$ cat src/rtl/conv1d_sequencer.sv
// Command-level sequencer for the conv1d accumulator engine: configures a job,
// then walks every output position (set x, go, poll, read) and streams the results.
module conv1d_sequencer #(
  parameter int DATA_W   = 32,
  parameter int POLL_GAP = 4,
  parameter int TIMEOUT  = 4096
) (
  input  logic              clk,
  input  logic              rst_n,
  input  logic              start,
  input  logic              abort,
  input  logic [DATA_W-1:0] cfg_offset,
  input  logic [DATA_W-1:0] cfg_width,
  input  logic [DATA_W-1:0] cfg_depth,
  output logic              busy,
  output logic              done,
  output logic              err,
  output logic [6:0]        eng_cmd,
  output logic [DATA_W-1:0] eng_inp0,
  output logic [DATA_W-1:0] eng_inp1,
  input  logic [DATA_W-1:0] eng_ret,
  output logic              res_valid,
  input  logic              res_ready,
  output logic [DATA_W-1:0] res_data,
  output logic [DATA_W-1:0] res_x,
  output logic              res_last
);

  typedef enum logic [3:0] {
    S_IDLE     = 4'd0,
    S_CFG_OFS  = 4'd1,
    S_CFG_W    = 4'd2,
    S_CFG_D    = 4'd3,
    S_SET_X    = 4'd4,
    S_GO       = 4'd5,
    S_POLL     = 4'd6,
    S_POLL_CHK = 4'd7,
    S_GAP      = 4'd8,
    S_READ     = 4'd9,
    S_READ_CHK = 4'd10,
    S_EMIT     = 4'd11
  } state_t;

  localparam logic [6:0] CMD_NOP  = 7'd0;
  localparam logic [6:0] CMD_OFS  = 7'd20;
  localparam logic [6:0] CMD_W    = 7'd25;
  localparam logic [6:0] CMD_D    = 7'd26;
  localparam logic [6:0] CMD_SETX = 7'd44;
  localparam logic [6:0] CMD_GO   = 7'd41;
  localparam logic [6:0] CMD_POLL = 7'd45;
  localparam logic [6:0] CMD_READ = 7'd43;

  localparam logic [DATA_W-1:0] ZERO        = {DATA_W{1'b0}};
  localparam logic [DATA_W-1:0] ONE         = DATA_W'(1);
  localparam logic [DATA_W-1:0] TIMEOUT_LIM = DATA_W'(TIMEOUT - 1);
  localparam logic [DATA_W-1:0] GAP_LIM     = DATA_W'(POLL_GAP - 1);
  localparam logic              HAS_GAP     = (POLL_GAP > 0);

  state_t            state_r, state_s;
  logic [DATA_W-1:0] x_r, x_s;
  logic [DATA_W-1:0] poll_cnt_r, poll_cnt_s;
  logic [DATA_W-1:0] gap_cnt_r, gap_cnt_s;
  logic [DATA_W-1:0] width_r, depth_r;
  logic              done_s, err_s, load_cfg_s;
  logic              last_x_s, poll_phase_s, timeout_s;
  logic [6:0]        cmd_s;
  logic [DATA_W-1:0] inp1_s;

  logic [6:0]        eng_cmd_r;
  logic [DATA_W-1:0] eng_inp1_r;
  logic              busy_r, done_r, err_r;
  logic              res_valid_r, res_last_r;
  logic [DATA_W-1:0] res_data_r, res_x_r;

  assign last_x_s     = (x_r == (width_r - ONE));
  assign poll_phase_s = (state_r == S_POLL) || (state_r == S_POLL_CHK) || (state_r == S_GAP);
  // A finished flag seen on the very last poll cycle still wins over the timeout.
  assign timeout_s    = poll_phase_s && (poll_cnt_r == TIMEOUT_LIM) &&
                        !((state_r == S_POLL_CHK) && eng_ret[0]);

  // Next-state, counter and status decisions
  always_comb begin
    state_s    = state_r;
    x_s        = x_r;
    poll_cnt_s = poll_cnt_r;
    gap_cnt_s  = gap_cnt_r;
    done_s     = 1'b0;
    err_s      = err_r;
    load_cfg_s = 1'b0;
    if (abort) begin
      state_s = S_IDLE;
    end else begin
      case (state_r)
        S_IDLE: begin
          if (start) begin
            state_s    = S_CFG_OFS;
            err_s      = 1'b0;
            load_cfg_s = 1'b1;
            x_s        = ZERO;
          end else begin
            state_s = S_IDLE;
          end
        end
        S_CFG_OFS: state_s = S_CFG_W;
        S_CFG_W:   state_s = S_CFG_D;
        S_CFG_D: begin
          if (width_r == ZERO) begin
            state_s = S_IDLE;
            done_s  = 1'b1;
          end else begin
            state_s = S_SET_X;
          end
        end
        S_SET_X: state_s = S_GO;
        S_GO: begin
          state_s    = S_POLL;
          poll_cnt_s = ZERO;
        end
        S_POLL: begin
          poll_cnt_s = poll_cnt_r + ONE;
          if (timeout_s) begin
            state_s = S_IDLE;
            err_s   = 1'b1;
          end else begin
            state_s = S_POLL_CHK;
          end
        end
        S_POLL_CHK: begin
          poll_cnt_s = poll_cnt_r + ONE;
          if (eng_ret[0]) begin
            state_s = S_READ;
          end else if (timeout_s) begin
            state_s = S_IDLE;
            err_s   = 1'b1;
          end else if (HAS_GAP) begin
            state_s   = S_GAP;
            gap_cnt_s = ZERO;
          end else begin
            state_s = S_POLL;
          end
        end
        S_GAP: begin
          poll_cnt_s = poll_cnt_r + ONE;
          if (timeout_s) begin
            state_s = S_IDLE;
            err_s   = 1'b1;
          end else if (gap_cnt_r == GAP_LIM) begin
            state_s = S_POLL;
          end else begin
            gap_cnt_s = gap_cnt_r + ONE;
          end
        end
        S_READ:     state_s = S_READ_CHK;
        S_READ_CHK: state_s = S_EMIT;
        S_EMIT: begin
          if (res_ready) begin
            if (last_x_s) begin
              state_s = S_IDLE;
              done_s  = 1'b1;
            end else begin
              x_s     = x_r + ONE;
              state_s = S_SET_X;
            end
          end else begin
            state_s = S_EMIT;
          end
        end
        default: state_s = S_IDLE;
      endcase
    end
  end

  // Engine command and operand belonging to the state being entered
  always_comb begin
    cmd_s  = CMD_NOP;
    inp1_s = ZERO;
    case (state_s)
      S_CFG_OFS: begin cmd_s = CMD_OFS;  inp1_s = cfg_offset; end
      S_CFG_W:   begin cmd_s = CMD_W;    inp1_s = width_r;    end
      S_CFG_D:   begin cmd_s = CMD_D;    inp1_s = depth_r;    end
      S_SET_X:   begin cmd_s = CMD_SETX; inp1_s = x_s;        end
      S_GO:      cmd_s = CMD_GO;
      S_POLL:    cmd_s = CMD_POLL;
      S_READ:    cmd_s = CMD_READ;
      default:   cmd_s = CMD_NOP;
    endcase
  end

  // FSM state, job configuration and counters
  always_ff @(posedge clk or negedge rst_n) begin
    if (!rst_n) begin
      state_r    <= S_IDLE;
      x_r        <= ZERO;
      poll_cnt_r <= ZERO;
      gap_cnt_r  <= ZERO;
      width_r    <= ZERO;
      depth_r    <= ZERO;
    end else begin
      state_r    <= state_s;
      x_r        <= x_s;
      poll_cnt_r <= poll_cnt_s;
      gap_cnt_r  <= gap_cnt_s;
      if (load_cfg_s) begin
        width_r <= cfg_width;
        depth_r <= cfg_depth;
      end
    end
  end

  // Registered engine bus, status and result stream
  always_ff @(posedge clk or negedge rst_n) begin
    if (!rst_n) begin
      eng_cmd_r   <= CMD_NOP;
      eng_inp1_r  <= ZERO;
      busy_r      <= 1'b0;
      done_r      <= 1'b0;
      err_r       <= 1'b0;
      res_valid_r <= 1'b0;
      res_data_r  <= ZERO;
      res_x_r     <= ZERO;
      res_last_r  <= 1'b0;
    end else begin
      eng_cmd_r   <= cmd_s;
      eng_inp1_r  <= inp1_s;
      busy_r      <= (state_s != S_IDLE);
      done_r      <= done_s;
      err_r       <= err_s;
      res_valid_r <= (state_s == S_EMIT);
      if ((state_r == S_READ_CHK) && !abort) begin
        res_data_r <= eng_ret;
        res_x_r    <= x_r;
        res_last_r <= last_x_s;
      end
    end
  end

  assign eng_cmd   = eng_cmd_r;
  assign eng_inp0  = ZERO;
  assign eng_inp1  = eng_inp1_r;
  assign busy      = busy_r;
  assign done      = done_r;
  assign err       = err_r;
  assign res_valid = res_valid_r;
  assign res_data  = res_data_r;
  assign res_x     = res_x_r;
  assign res_last  = res_last_r;

endmodule

$ cat config.mk
export PLATFORM = sky130hd
export DESIGN_NAME = conv1d_sequencer
export DESIGN_NICKNAME = d
export VERILOG_FILES = /design/src/rtl/conv1d_sequencer.sv
export SDC_FILE = /design/constraint.sdc
export NUM_CORES = 1
export LEC_CHECK = 0
export BUFFER_PORTS_ARGS = -buffer_cell sky130_fd_sc_hd__buf_2
export CAP_MARGIN = 25
export CORE_ASPECT_RATIO = 0.5
export CORE_MARGIN = 4
export CORE_UTILIZATION = 35
export CTS_CLUSTER_SIZE = 16
export DETAILED_ROUTE_END_ITERATION = 7
export GPL_TIMING_DRIVEN = 0
export PLACE_DENSITY_LB_ADDON = 0.08
export SYNTH_ARGS = -nofsm -noshare
export SYNTH_HDL_FRONTEND = slang
export SYNTH_SLANG_ARGS = --single-unit
$ cat constraint.sdc
create_clock -name clk -period 3.7 [get_ports clk]
set_input_delay 0.185 -clock clk [delete_from_list [all_inputs] [get_ports clk]]
set_output_delay 0.185 -clock clk [all_outputs]
set_load 0.01 [all_outputs]
Yosys cells after proc, flatten, opt, wreduce, memory -nomap -nowiden
Index checks and enable logic that the tools add are counted.
{ "totals": {"register_bits": 272, "input_bits": 133, "output_inout_bits": 140, "elab_cells": 102} }
{ "op_classes": {"addsub": 4, "n_eq_ne": 27, "mux": 36, "n_bitwise": 1, "reduce_logical": 19} }
{ "op_table": {"columns": ["operator", "n"], "rows": [
  ["32-bit 2-to-1 mux", 8],
  ["32-bit one-hot mux with 2 select lines", 3],
  ["32-bit one-hot mux with 4 select lines", 1],
  ["32-bit by 1-bit adder with 32-bit output (second input constant)", 3],
  ["4-bit one-hot mux with 12 select lines", 1],
  ["6-bit one-hot mux with 7 select lines", 1],
  ["32-bit by 12-bit == test with 1-bit output (second input constant)", 1],
  ["32-bit by 2-bit == test with 1-bit output (second input constant)", 1],
  ["32-bit == test", 1],
  ["32-bit logical NOT", 1],
  ["32-bit by 1-bit subtractor with 32-bit output (second input constant)", 1],
  ["4-bit by 3-bit == test with 1-bit output (second input constant)", 7],
  ["4-bit == test (second input constant)", 6],
  ["4-bit 2-to-1 mux", 6],
  ["4-bit by 2-bit == test with 1-bit output (second input constant)", 4],
  ["1-bit 2-to-1 mux", 11],
  ["2-bit != test (second input constant)", 5],
  ["3-bit 2-to-1 mux", 3],
  ["4-bit by 1-bit == test with 1-bit output (second input constant)", 2],
  ["6-bit AND reduction", 1],
  ["1-bit logical AND", 4],
  ["4-bit logical NOT", 1],
  ["4-bit AND reduction", 1],
  ["2-bit nonzero test", 2],
  ["10 further kinds", 12]
]} }

Logic depth before layout (Yosys ltp)
Gate-level depths: netlist of run 1.
{ "logic_depth": {"word_depth": 11, "ltp_mapped": 14, "mapped_depth_nobuf": 13} }

Worst setup path after synthesis of run 1
No wires, ideal clock.
{ "synth_timing": {"path_type": "register to register", "from": "register width_r[0]", "to": "register eng_inp1_r[4], in the netlist eng_inp1[4]", "setup_ns": 0.126, "arrival_ns": 3.179, "required_ns": 3.574, "slack_ns": 0.395, "path_stages_with_launch": 12, "path_buffers": 0, "synth_period_minus_slack_ns": 3.305, "path_cell_list": "dfrtp_1 -> inv_1 -> ha_1 -> or4b_4 -> nor4_4 -> a41oi_1 -> a211oi_4 -> nor4b_2 -> nand2_2 -> and2_0 -> mux2_2 -> a221o_1"} }
{ "synth_between": {"word_cells_on_any_way": 17, "cone_classes": "add/sub (1); eq/ne (5); mux (10); reduce/logical (1)"} }
{ "synth_rtl": {"columns": ["item", "line", "text"], "rows": [
  ["start: declaration", "63", "logic [DATA_W-1:0] width_r, depth_r;"],
  ["start signal: assignment", "204", "width_r <= cfg_width;"],
  ["32-bit by 1-bit subtractor with 32-bit output", "75", "assign last_x_s = (x_r == (width_r - ONE));"],
  ["32-bit == test", "75", null],
  ["32-bit 2-to-1 mux", "157", "if (last_x_s) begin"],
  ["32-bit 2-to-1 mux", "156", "if (res_ready) begin"],
  ["32-bit one-hot mux with 2 select lines", "93", "case (state_r)"],
  ["32-bit 2-to-1 mux", "90", "if (abort) begin"],
  ["named net x_s[4]", "60", "logic [DATA_W-1:0] x_r, x_s;"],
  ["32-bit one-hot mux with 4 select lines", "177", "case (state_s)"],
  ["named net inp1_s[4]", "67", "logic [DATA_W-1:0] inp1_s;"],
  ["end signal: assignment", "224", "eng_inp1_r <= inp1_s;"],
  ["end: declaration", "70", "logic [DATA_W-1:0] eng_inp1_r;"]
]} }
The timed path passes the listed nets, and every way through them passes these cells.
A chain may end at the register's enable or synchronous reset.

Worst setup path in the final report of run 1
{ "layout_timing": {"from": "register width_r[0]", "to": "register eng_inp1_r[18], in the netlist eng_inp1[18]"} }
The elaborated chain is that of the path after synthesis.

==> results of run 1 <==
layer usage:
metal	global-route usage, %	vias to the layer above
met5	0	-
met4	6.48	2
met3	3.51	83
met2	36.4	430
met1	34.9	6526
li1	-	6164
worst min path at each step:
stage	endpoint	slack, ns	depth (start not counted)	from
after global routing	eng_inp1[26]	0.02	2	cfg_offset[26]
final	eng_inp1[4]	0.03	4	cfg_offset[4]
after detailed placement	eng_inp1[7]	0.27	1	rst_n
after floorplan	busy	-0.11	0	rst_n
after global placement	depth_r[18]	0.38	3	cfg_depth[18]
after CTS	eng_inp1[26]	0.004	2	cfg_offset[26]
tightest hold or removal path, stage by stage:
cell and delay, ns:
sky130_fd_sc_hd__buf_2 0.08, sky130_fd_sc_hd__mux2i_1 0.07, sky130_fd_sc_hd__nor2_1 0.09, sky130_fd_sc_hd__a221o_1 0.13
area by class of cell:
type / instances / area share, %
buffer: 114 / 3.54
clock buffer: 33 / 3.95
clock inverter: 19 / 1.27
inverter: 18 / 0.358
multi-input combinational: 1140 / 37.9
sequential: 271 / 35.3
tap: 530 / 3.45
timing repair buffer: 390 / 14.2
cell usage after synthesis, drive strengths merged, types with 8 or more instances:
master	count	area share (%)
a21oi	52	2.0
dfrtp	271	48
nor3	33	1.3
mux2	68	5.4
and2	10	0.46
and4	8	0.49
nor4	34	1.9
xor2	52	3.2
and3	37	1.6
nand2b	16	0.70
nand4	23	1.0
o31ai	9	0.47
a21o	11	0.61
o21ai	55	1.9
nand2	321	8.5
nor2	116	3.1
clkbuf	66	1.7
xnor2	33	2.0
mux2i	18	1.3
inv	16	0.42
nand3	49	1.7
or3	11	0.48
a31oi	20	0.88
buf	53	2.6
o211ai	12	0.63
a221o	25	1.8
repair_timing:
| action | CTS | global route |
|---|---|---|
| resized for setup | 58 | 73 |
| gates cloned | 0 | 1 |
| hold buffers | 112 | 1 |
| pin swaps | 19 | 33 |
| endpoints found under the setup margin | 122 | 94 |
| setup buffers | 19 | 18 |
| hold endpoints to repair | 202 | 1 |
flip-flops by register name, indices dropped and copies added, names as in the netlist:
signal and cells:
poll_cnt_r 32, depth_r 32, done 1, res_data 32, state_r 4, busy 1
err 1, eng_inp1 32, res_valid 1, eng_cmd 6, res_last 1, res_x 32
x_r 32, gap_cnt_r 32, width_r 32
stage by stage:
step	power, mW	setup TNS, ns	hold WS (ns)
after floorplan	5.95	0	-0.111
final	10.9	-0.131	0.0318
after CTS	10.8	-0.000922	0.00370
after global routing	11.4	-1.19	0.0230
after detailed placement	7.27	-34.53	0.268
after global placement	7.24	-831.99	0.381
logic make-up after synthesis:
kind of cell	after synthesis	synth area share, %
buffers and inverters	137	4.84
DFF	271	47.6
other	1	0.0263
AOI/OAI and AO/OA	229	11.1
and+or+nand+nor	703	24.1
adders and majority gates	4	0.352
muxes	86	6.65
xor gates and xnor gates	85	5.23
report_power, final:
part           switching [mW]  leakage [nW]  internal (mW)  total [mW]
clock network            1.32         0.497           1.82        3.15
logic                    2.27          5.20           1.45        3.72
registers               0.478          3.62           3.50        3.98
==> reports/summary.txt, run 1 <==
========================================================================================
Run status ................................................................ finished with violations
Violated checks ........................................................... setup timing
Wire length the detailed router placed on met1 ............................      25.3 mm
IO Pins ...................................................................          273
Area after DPL ............................................................    16300 um2
Site Rows .................................................................           51
Maximum resistive drop on vdd .............................................   0.000396 V
CP required ...............................................................      4.13 ns
Count of nets after finishing .............................................         2100
Measured slew at the worst slew-check pin .................................      1.05 ns
Post-Route WL .............................................................      53.4 mm
Worst-path maximum fanout .................................................            6
Area of the mapped netlist ................................................    14200 um2
Worst-case headroom to the max-slew limit .................................        30.1%
Dpl hpwl ..................................................................      39.1 mm
Highest-count cells in the layout ignoring fill and taps .................. sky130_fd_sc_hd__nand2_1 (317), sky130_fd_sc_hd__dfrtp_1 (268), sky130_fd_sc_hd__buf_2 (241)
Starting density of the core ..............................................        36.0%
Count of fill cells added during filler insertion .........................         3815
Critical Path Most Common Cell ............................................ sky130_fd_sc_hd__buf_4
Clock Latency Late Sink ...................................................      0.58 ns
Antenna diode count .......................................................            0
Design area ...............................................................    19200 um2
Cell with the largest stage delay on the worst path ....................... sky130_fd_sc_hd__or4b_4
Setup WS post-layout ......................................................   -0.0551 ns
Die Area ..................................................................    44200 um2
Leftover overflow at the end of global routing ............................            0
FF-to-FF path depth .......................................................           16
Reg-to-reg startpoint .....................................................   width_r[0]
CP Launch Type ............................................................         flop
Fraction of layout cells with a size suffix above 1 .......................        27.5%
Number of detailed-routing iterations run before antenna repair ...........            5
Hold crit path type ....................................................... input port to flop
Average wire per cell in the routed design ................................      21.2 um
Total count of hold-check failures in the final report ....................            0
Wire length of the first global-routing pass ..............................      80.5 mm
Setup crit end ............................................................ eng_inp1[18]
Flop2flop setup slack .....................................................     -0.06 ns
Die height ................................................................       151 um
Average footprint of a synthesized cell ...................................     9.39 um2
Critical path class ....................................................... flop to flop
Global router's overall resource usage ....................................        23.7%
Number of buffers on the longest clock path ...............................            3
Die width .................................................................       293 um
Htree depth ...............................................................            1
Most common flop cell mapped by yosys ..................................... sky130_fd_sc_hd__dfrtp_1
Clock tree from TritonCTS .................................................        built
Clock sink count ..........................................................          271
Multi-input logic area ....................................................     7280 um2
Crit. Startpoint ..........................................................   width_r[0]
Count of placed standard cells including taps .............................         2317
Cell area power density ...................................................   565 nW/um2
Final weighted congestion in routability-driven placement .................        0.914
Maximum capacitance violations ............................................            0
Leakage ...................................................................      9.32 nW
Final routed DRC violation total ..........................................            0
Total number of vias ......................................................        13200
Crit path time final ......................................................      3.76 ns
Share of the yosys chip area belonging to registers .......................        47.6%
Layout Area Growth over Synthesis .........................................        34.9%
Largest net degree at the start of global routing .........................          106
Routed vias/inst ..........................................................         5.25
CTS Root Cell ............................................................. sky130_fd_sc_hd__clkbuf_16
TritonCTS buffer count ....................................................           28
Number of standard cells after synthesis ..................................         1516
Worst path depth ..........................................................           16
Async SR Flop Fraction ....................................................         100%
Cell breakdown of the critical path ....................................... inv_2, ha_4, or4b_4, nor4_4, buf_4, nand4b_1, xnor2_2, nor4bb_1, and3_1, buf_6, buf_4, a21oi_4, buf_4, nand3_2, a31o_1, a221o_1
Initial drt markers .......................................................         1070
Maximum clock frequency ...................................................      266 MHz
Number of distinct library cells after synthesis ..........................           85
Storage cell area .........................................................     6790 um2
Arrival time at the worst endpoint ........................................      4.19 ns
Met3 Routed Length ........................................................      3.11 mm
Topmost layer with routed signal wires ....................................         met5
Most frequent standard cell in the layout excluding fill and tap cells .... sky130_fd_sc_hd__nand2_1
Count of buffers inserted at the top-level ports ..........................          237
Category of cells accounting for the largest share of critical-path delay . simple AND/OR/NAND/NOR gates
Met2 WL ...................................................................      23.6 mm
Floorplan core area .......................................................    39500 um2
Post-route ant nets .......................................................            0
End-of-flow core utilization ..............................................        48.6%
Warning count from the yosys run ..........................................            0
Sort of element at the end of the critical path ...........................         flop
Final setup violating endpoints ...........................................            4
Register bit count reported by yosys ......................................          271
Clock-pin slew on the worst setup and hold paths ..........................      0.07 ns
Number of pins exceeding their max-slew limit in the final report .........            0
Number of enable-type register cells in the synthesized netlist ...........            0
Portion of the clock cycle consumed by the worst path in the final layout .         101%
Cell Count, Final, Fillers Out ............................................         2515
Count of buffer and inverter cells on the critical path ...................            5
FF-to-FF End .............................................................. eng_inp1[18]
Post-route clock skew .....................................................    0.0210 ns
Stage delay of the slowest cell on the critical path ......................      0.49 ns
RSZ-0062 raised after global routing ......................................          yes
Vias in the first global route ............................................        13000
Number of antenna violations at the first check in global routing .........            2
Pre-CTS WS ................................................................    -0.751 ns
========================================================================================
No activity file was read; power rests on OpenSTA's default activity.
==> run 2, diff against run 1 <==
--- a/config.mk
+++ b/config.mk
@@ -16,2 +16,3 @@
 export PLACE_DENSITY_LB_ADDON = 0.08
+export SETUP_SLACK_MARGIN = 0.2
 export SYNTH_ARGS = -nofsm -noshare
==> constraint.sdc (replaced) <==
create_clock -name clk -period 3.7 [get_ports clk]
set_input_delay 0.555 -clock clk [delete_from_list [all_inputs] [get_ports clk]]
set_output_delay 0.555 -clock clk [all_outputs]
set_load 0.01 [all_outputs]
==> reports/summary.txt, run 2 (same netlist as run 1, synthesis figures left out) <==
========================================================================================
Clock-pin slew on the worst setup and hold paths ..........................      0.06 ns
Critical path class ....................................................... flop to flop
Floorplan core area .......................................................    39500 um2
Design area ...............................................................    18300 um2
Run status ................................................................ finished with violations
Met2 Usage GRT ............................................................        35.5%
Setup WS post-layout ......................................................  -0.00484 ns
Maximum capacitance violations ............................................            0
Total count of hold-check failures in the final report ....................           20
Arrival time at the worst endpoint ........................................      4.14 ns
Largest net degree at the start of global routing .........................          106
Portion of the clock cycle consumed by the worst path in the final layout .         100%
Count of fill cells added during filler insertion .........................         3858
Post-route clock skew .....................................................    0.0185 ns
Die height ................................................................       151 um
Highest-count cells in the layout ignoring fill and taps .................. sky130_fd_sc_hd__nand2_1 (318), sky130_fd_sc_hd__dfrtp_1 (266), sky130_fd_sc_hd__buf_2 (242)
Maximum clock frequency ...................................................      270 MHz
Starting density of the core ..............................................        36.0%
Clock Latency Late Sink ...................................................      0.58 ns
TritonCTS buffer count ....................................................           28
Power after layout ........................................................      10.9 mW
Number of detailed-routing iterations run before antenna repair ...........            6
Final routed DRC violation total ..........................................            0
Global router's overall resource usage ....................................        23.4%
Leakage ...................................................................      8.95 nW
Number of buffers on the longest clock path ...............................            3
RSZ-0062 raised after global routing ......................................          yes
Clock tree from TritonCTS .................................................        built
Count of placed standard cells including taps .............................         2317
Worst-case headroom to the max-slew limit .................................        30.9%
Most frequent standard cell in the layout excluding fill and tap cells .... sky130_fd_sc_hd__nand2_1
Antenna diode count .......................................................            0
Total number of vias ......................................................        12800
Vias in the first global route ............................................        12600
Cell Count, Final, Fillers Out ............................................         2415
Leftover overflow at the end of global routing ............................            0
Average wire per cell in the routed design ................................      21.8 um
Number of antenna violations at the first check in global routing .........            3
IO Pins ...................................................................          273
Post-Route WL .............................................................      52.6 mm
CP Launch Type ............................................................         flop
Cell area power density ...................................................   595 nW/um2
Met3 GRT Util .............................................................        3.67%
Fraction of layout cells with a size suffix above 1 .......................        30.0%
Htree depth ...............................................................            1
Initial drt markers .......................................................         1128
Count of buffers inserted at the top-level ports ..........................          237
Maximum resistive drop on vdd .............................................   0.000397 V
Count of nets after finishing .............................................         2000
Layout Area Growth over Synthesis .........................................        28.4%
Met1 Use GR ...............................................................        34.9%
Dpl hpwl ..................................................................      39.1 mm
CP required ...............................................................      4.13 ns
Worst-path maximum fanout .................................................            4
Violated checks ........................................................... hold timing, setup timing
Final setup violating endpoints ...........................................            1
Final weighted congestion in routability-driven placement .................        0.914
Final-layout worst hold slack .............................................   -0.0305 ns
Hold crit path type ....................................................... input port to async pin
Die width .................................................................       293 um
Measured slew at the worst slew-check pin .................................      1.04 ns
Site Rows .................................................................           51
Routed vias/inst ..........................................................         5.31
CTS Root Cell ............................................................. sky130_fd_sc_hd__clkbuf_16
End-of-flow core utilization ..............................................        46.3%
Clock sink count ..........................................................          271
Number of pins exceeding their max-slew limit in the final report .........            0
Post-route ant nets .......................................................            0
Wire length of the first global-routing pass ..............................      78.8 mm
Most Used Layer, Global Route .............................................         met2
Area after DPL ............................................................    16300 um2
Crit path time final ......................................................      3.70 ns
Sort of element at the end of the critical path ...........................         flop
Die Area ..................................................................    44200 um2
========================================================================================
## run 2: cell count changes in the layout (fill, tap and decap cells not counted), sizes merged
cell         before  now
clkbuf           96  100
buf             328  336
bufbuf            0    1
dlygate4sd3     113    0
## run 2: report_power, final
group | total, mW | leakage (nW) | internal [mW] | switching (mW)
Clock | 3.15 | 0.497 | 1.82 | 1.32
Sequential | 3.94 | 3.62 | 3.51 | 0.433
Combinational | 3.78 | 4.84 | 1.45 | 2.33
## run 2: metal layers
layer / up-vias / routed length (um)
li1: 5969 / -
met1: 6318 / 24900
met2: 439 / 22900
met3: 95 / 3290
met4: 4 / 1460
met5: - / 26
## run 2: timing repair
action                                  in CTS  in global routing
pin swaps                                   45                 13
endpoints found under the setup margin     143                148
buffers inserted                            37                  7
endpoints found under the hold margin        0                  0
gates resized for setup                    105                 47
gates cloned                                 2                  0
hold buffers                                 0                  0
## run 2: final cells by class
| cell class | count | area, um2 | area share (%) |
|---|---|---|---|
| multi-input combinational | 1140 | 7340 | 40.2 |
| sequential | 271 | 6790 | 37.1 |
| timing repair buffer | 285 | 1710 | 9.33 |
| clock buffer | 33 | 759 | 4.16 |
| buffer | 119 | 698 | 3.82 |
| tap | 530 | 663 | 3.63 |
| clock inverter | 19 | 244 | 1.34 |
| inverter | 18 | 68.8 | 0.377 |
## run 2: path summary, 6_finish.rpt
check / from / to / slack [ns] / depth (start not counted)
worst min-delay path: rst_n / eng_inp1[7] / -0.03 / 1
min in group clk: cfg_width[24] / width_r[24] / 0.16 / 3
worst min register to register: depth_r[23] / depth_r[23] / 0.48 / 2
max in group asynchronous: rst_n / width_r[25] / 2.37 / 3
worst max register to register: width_r[9] / eng_inp1[28] / -0.005 / 14
worst max-delay path: width_r[9] / eng_inp1[28] / -0.005 / 14
## run 2: through the flow
stage               TNS [ns]  setup WS [ns]
floorplan                  0          0.395
global placement     -932.26          -3.35
detailed placement    -34.53         -0.751
CTS                        0         0.0404
global route          -0.398        -0.0847
finish              -0.00484       -0.00484
## run 2: critical path, stage by stage (launching register included)
cell and delay, ns:
sky130_fd_sc_hd__dfrtp_1 0.37, sky130_fd_sc_hd__buf_6 0.13, sky130_fd_sc_hd__or4_4 0.58, sky130_fd_sc_hd__nor4_4 0.22, sky130_fd_sc_hd__buf_4 0.20, sky130_fd_sc_hd__nand4b_1 0.15, sky130_fd_sc_hd__xnor2_2 0.22, sky130_fd_sc_hd__nor4bb_1 0.16
sky130_fd_sc_hd__and3_4 0.20, sky130_fd_sc_hd__buf_6 0.13, sky130_fd_sc_hd__and2_4 0.19, sky130_fd_sc_hd__bufbuf_16 0.28, sky130_fd_sc_hd__nor4b_4 0.22, sky130_fd_sc_hd__o21ai_2 0.12, sky130_fd_sc_hd__a221o_1 0.41
